===== src/rtl/rom_bus_ctrl.sv =====
`timescale 1ns/1ps
// rom_bus_ctrl: Z80-side controller for two 8K pROMs. Decodes ROM reads in
// 0x0000-0x3FFF, holds the CPU in WAIT for the ROM latency, then drives
// the selected ROM onto the data bus until the CPU drops its strobes.
// Writes into ROM space raise a sticky error flag. Every output is a flop.
module rom_bus_ctrl #(
  parameter int unsigned LATENCY = 2   // pROM read latency, legal range 1..3
) (
  input  logic        clk,
  input  logic        reset,
  input  logic        mreq_n,
  input  logic        rd_n,
  input  logic        wr_n,
  input  logic [15:0] a,
  input  logic        clear_err,
  output logic        ce_0,
  output logic        ce_1,
  output logic        oce,
  output logic [12:0] ad,
  output logic        wait_n,
  output logic        wr_err,
  output logic [15:0] rd_count
);

  typedef enum logic [1:0] {
    IDLE   = 2'd0,
    ACCESS = 2'd1,
    DRIVE  = 2'd2
  } state_e;

  // Counter load value: the counter reaches zero on the cycle the data is
  // valid, so DRIVE is entered exactly LATENCY edges after the request.
  localparam logic [1:0] LAT_INIT = 2'(LATENCY - 1);

  state_e      state_q, state_d;
  logic        ce_0_q, ce_0_d;
  logic        ce_1_q, ce_1_d;
  logic        oce_q, oce_d;
  logic [12:0] ad_q, ad_d;
  logic        wait_n_q, wait_n_d;
  logic        wr_err_q, wr_err_d;
  logic [15:0] rd_count_q, rd_count_d;
  logic [1:0]  lat_cnt_q, lat_cnt_d;

  logic rom_space;
  logic rd_req;
  logic wr_viol;
  logic rd_release;

  // Bus decode: ROM occupies the bottom 16K of the address map.
  always_comb begin
    rom_space  = (a[15:14] == 2'b00);
    rd_req     = ~mreq_n & ~rd_n & wr_n & rom_space;
    wr_viol    = ~mreq_n & ~wr_n & rom_space;
    rd_release = mreq_n | rd_n;
  end

  // Next-state and next-output logic for the access sequencer.
  always_comb begin
    // NOTE: every _d signal gets its hold value first so no path through the
    // case statement can leave one unassigned and infer a latch.
    state_d    = state_q;
    ce_0_d     = ce_0_q;
    ce_1_d     = ce_1_q;
    oce_d      = oce_q;
    ad_d       = ad_q;
    wait_n_d   = wait_n_q;
    rd_count_d = rd_count_q;
    lat_cnt_d  = lat_cnt_q;
    // A clear pulse drops the flag unless a new violation lands this cycle.
    wr_err_d   = clear_err ? 1'b0 : wr_err_q;

    unique case (state_q)
      IDLE: begin
        if (wr_viol) begin
          // Write into ROM space (even with rd_n also low) never starts a read.
          wr_err_d = 1'b1;
        end else if (rd_req) begin
          ad_d      = a[12:0];
          ce_0_d    = ~a[13];
          ce_1_d    = a[13];
          wait_n_d  = 1'b0;
          lat_cnt_d = LAT_INIT;
          state_d   = ACCESS;
        end
      end

      ACCESS: begin
        if (rd_release) begin
          // CPU abandoned the cycle before data was ready: not a completed read.
          ce_0_d   = 1'b0;
          ce_1_d   = 1'b0;
          wait_n_d = 1'b1;
          state_d  = IDLE;
        end else if (lat_cnt_q == 2'd0) begin
          oce_d    = 1'b1;
          wait_n_d = 1'b1;
          state_d  = DRIVE;
        end else begin
          lat_cnt_d = lat_cnt_q - 2'd1;
        end
      end

      DRIVE: begin
        // Address and enables stay frozen; only the strobe release matters.
        if (rd_release) begin
          ce_0_d     = 1'b0;
          ce_1_d     = 1'b0;
          oce_d      = 1'b0;
          rd_count_d = rd_count_q + 16'd1;
          state_d    = IDLE;
        end
      end

      default: begin
        ce_0_d   = 1'b0;
        ce_1_d   = 1'b0;
        oce_d    = 1'b0;
        wait_n_d = 1'b1;
        state_d  = IDLE;
      end
    endcase
  end

  // State and output registers; synchronous reset overrides every event.
  always_ff @(posedge clk) begin
    // NOTE: sequential state uses non-blocking assignments so every flop
    // samples the pre-edge values regardless of statement order.
    if (reset) begin
      state_q    <= IDLE;
      ce_0_q     <= 1'b0;
      ce_1_q     <= 1'b0;
      oce_q      <= 1'b0;
      ad_q       <= 13'd0;
      wait_n_q   <= 1'b1;
      wr_err_q   <= 1'b0;
      rd_count_q <= 16'd0;
      lat_cnt_q  <= 2'd0;
    end else begin
      state_q    <= state_d;
      ce_0_q     <= ce_0_d;
      ce_1_q     <= ce_1_d;
      oce_q      <= oce_d;
      ad_q       <= ad_d;
      wait_n_q   <= wait_n_d;
      wr_err_q   <= wr_err_d;
      rd_count_q <= rd_count_d;
      lat_cnt_q  <= lat_cnt_d;
    end
  end

  assign ce_0     = ce_0_q;
  assign ce_1     = ce_1_q;
  assign oce      = oce_q;
  assign ad       = ad_q;
  assign wait_n   = wait_n_q;
  assign wr_err   = wr_err_q;
  assign rd_count = rd_count_q;

endmodule


===== config.mk =====
export PLATFORM = sky130hd
export DESIGN_NAME = rom_bus_ctrl
export DESIGN_NICKNAME = d
export VERILOG_FILES = /design/src/rtl/rom_bus_ctrl.sv
export SDC_FILE = /design/constraint.sdc
export NUM_CORES = 1
export LEC_CHECK = 0
export ABC_AREA = 1
export BUFFER_PORTS_ARGS = -buffer_cell sky130_fd_sc_hd__buf_4
export CAP_MARGIN = 0
export CORE_MARGIN = 2
export CORE_UTILIZATION = 35
export CTS_BUF_LIST = sky130_fd_sc_hd__clkbuf_2 sky130_fd_sc_hd__clkbuf_4 sky130_fd_sc_hd__clkbuf_8
export CTS_CLUSTER_SIZE = 24
export DETAILED_ROUTE_END_ITERATION = 8
export GPL_ROUTABILITY_DRIVEN = 1
export GPL_TIMING_DRIVEN = 0
export SKIP_LAST_GASP = 1
export SLEW_MARGIN = 20
export SYNTH_ARGS = -nofsm -noshare
export SYNTH_HDL_FRONTEND = slang
export SYNTH_SLANG_ARGS = --single-unit

===== constraint.sdc =====
create_clock -name clk -period 3.2 [get_ports clk]
set_input_delay 0.48 -clock clk [delete_from_list [all_inputs] [get_ports clk]]
set_output_delay 0.48 -clock clk [all_outputs]
set_load 0.01 [all_outputs]

==> out/results.tsv <==
stage	metric	value	unit
drt	# DRC	0	
floorplan	row count	26	
timing	setup_tns	0	ns
cells_and_area	commonest non-fill, non-tap cells in the layout	54 x buf_4, 51 x nor2_1, 38 x dfxtp_1	
placed_design	Port Buffers	54	
cells_and_area	footprint of the multi-input gates	887	µm²
grt	vias in the first global route	1544	
yosys	Yosys top cell area share	0.419	
clock_tree	Post-CTS Resized	0	
timing	Min Clock Period, post-route	1.57	ns
floorplan	initial core utilization	0.360	
cells_and_area	number of fillers in the final layout	535	
timing	clk_skew	0.00385	ns
grt	largest net degree at the start of global routing	11	
timing	Max Fclk	638	MHz
setup_path	critical path class	reg -> reg	
drt	DRT Wirelength	3990	µm
setup_path	Crit path required time	3.38	ns
yosys	Net Count, Synth	272	
timing	final hold violations	0	
clock_tree	CTS Hold Bufs	0	
job	max capacitance violation total	0	
clock_tree	number of CTS-inserted buffers	5	
drt	antenna-violating nets left	0	
drt	drt wl/cell	10.7	µm
clock_tree	buffer depth of the longest clock path	2	
clock_tree	worst-skew pair later-pin latency	0.28	ns
clock_tree	H-Tree Depth	2	
timing	slew margin rel.	0.654	
clock_tree	Root Buffer	clkbuf_8	
grt	total congestion overflow	0	
pwr	Pwr Density	488	mW/mm²
cells_and_area	Nets	333	
setup_path	CP cell instances	inv_1 -> ha_1 -> inv_1 -> o21ai_0 -> nand2_1 -> nand2_1 -> nor3_1 -> nor2_1	
setup_path	max incr delay on CP	0.38	ns
yosys	Post-Syn Area	0.00182	mm²
yosys	syn_area_per_cell	7.45	µm²
clock_tree	Post-CTS Setup Inserts	0	
setup_path	Worst Path Arrival	1.74	ns
yosys	sequential-to-total area share from yosys stat	0.419	
setup_path	delay-heaviest family, CP	flip-flops	
timing	unrepaired setup endpoints after global routing	no	
floorplan	I/O pins	56	
floorplan	core area	0.00504	mm²
cells_and_area	Register Area	761	µm²
floorplan	Die ar.	0.00578	mm²
setup_path	Critical Path Sink Type	register	
setup_path	CP bufs+invs	2	
timing	Slew @ Worst Pin	0.519	ns
cells_and_area	most common cell after layout, fill and taps aside	buf_4	
yosys	top cells by area, synth	dfxtp_1 42%, nor2_1 11%, nand2_1 7.0%	
timing	# setup viols final	0	
clock_tree	CTS Sinks	38	
drt	first-pass iteration count of the detailed router	4	
pwr	Final Total Pwr	1.17	mW
floorplan	Chip Width	76.0	µm
clock_tree	clock-pin slew on the worst setup and hold paths	0.07	ns
setup_path	crit path launch type	register	
pwr	peak supply drop	0.000230	V
placed_design	RD Place Congestion	0.828	
timing	Final period util	0.490	
clock_tree	CTS tree	done	
pwr	Leak Pwr	1.10	nW
yosys	distinct cell type count after synthesis	28	
drt	vias per cell	4.51	
yosys	total of warnings raised by yosys	0	
yosys	Syn Inst Count	244	
yosys	FF+latch count, synth	38	
timing	final slew viol count	0	
setup_path	Critical Path Fanout Max	5	
drt	DRT iter0 DRCs	55	
hold_path	Hold Crit Class	in -> reg	
drt	Via Count	1688	
yosys	Synth area leader	dfxtp_1	
grt	total track usage	0.142	
cells_and_area	share of layout cells above drive strength 1	0.257	
setup_path	critical path's slowest cell	dfxtp_1	
cells_and_area	n_diodes	0	
grt	global-route wire length before repair	6800	µm
placed_design	post-DP HPWL	2940	µm
floorplan	Die H	76.0	µm
grt	initial antenna violation count	0	
run_status	run status	complete, no violations	
cells_and_area	P&R area growth vs syn	31.7	%
==> worst paths after layout <==
kind | cells past startpoint | slack (ns) | endpoint | startpoint
max | 8 | 1.63 | lat_cnt_q[0] | state_q[0]
min | 3 | 0.42 | ad[9] | a[9]
max reg2reg | 8 | 1.63 | lat_cnt_q[0] | state_q[0]
min reg2reg | 2 | 0.46 | lat_cnt_q[1] | lat_cnt_q[1]
==> worst min-delay path, delay by kind of cell <==
kind | cells | cell delay (ns)
simple gates | 2 | 0.11
buf+inv | 1 | 0.07
==> through the flow <==
stage | setup slack (ns) | hold slack (ns) | cell area [µm²] | utilization | cells
detailed placement | 1.56 | 0.454 | 2310 | 0.458 | 368
floorplan | 1.79 | 0.433 | 1820 | - | 244
global route | 1.43 | 0.408 | 2390 | 0.474 | 374
global placement | 1.57 | 0.446 | 2310 | 0.458 | 368
CTS | 1.63 | 0.406 | 2390 | 0.474 | 374
finish | 1.63 | 0.416 | 2390 | 0.474 | 374
==> power breakdown <==
part | switching [mW] | internal (mW)
Sequential | 0.0264 | 0.514
Clock | 0.159 | 0.166
Combinational | 0.180 | 0.123
==> Yosys cell counts (all sizes together) <==
cell and count:
buf 5, dfxtp 38, nand4 3, clkbuf 2, a211oi 1, nand3 15, xor2 1, inv 30
a21oi 16, nand2 35, nor2 58, ha 6, o21a 1, a22oi 1, nor3 7, o21ai 25
==> layer usage <==
metal / routed length [µm] / vias up / share of wire / global-route usage
li1: - / 897 / - / -
met1: 1880 / 743 / 0.47 / 0.179
met2: 1770 / 44 / 0.44 / 0.227
met3: 319 / 4 / 0.080 / 0.0628
met4: 22 / 0 / 0.0055 / 0.0273
met5: 0 / - / 0 / 0
==> layout make-up <==
type	instances	area share
Buffer	7	0.0225
Clock buffer	6	0.0345
Inverter	30	0.0481
Multi-Input combinational cell	169	0.371
Sequential cell	38	0.318
Tap cell	70	0.0366
Timing Repair Buffer	54	0.169
==> state kept, by name, indices dropped and copies added, names as in the netlist <==
name / cells
wait_n: 1
lat_cnt_q: 2
oce: 1
ce_0: 1
wr_err: 1
rd_count: 16
ad: 13
ce_1: 1
state_q: 2
==> logic make-up after synthesis <==
logic type      Yosys count  synth area share
compound gates           44             0.125
xor+xnor                  1           0.00482
buf+inv                  37            0.0930
fa+ha+maj                 6            0.0413
simple gates            118             0.317
flops                    38             0.419
(Power assumes the default switching activity.)
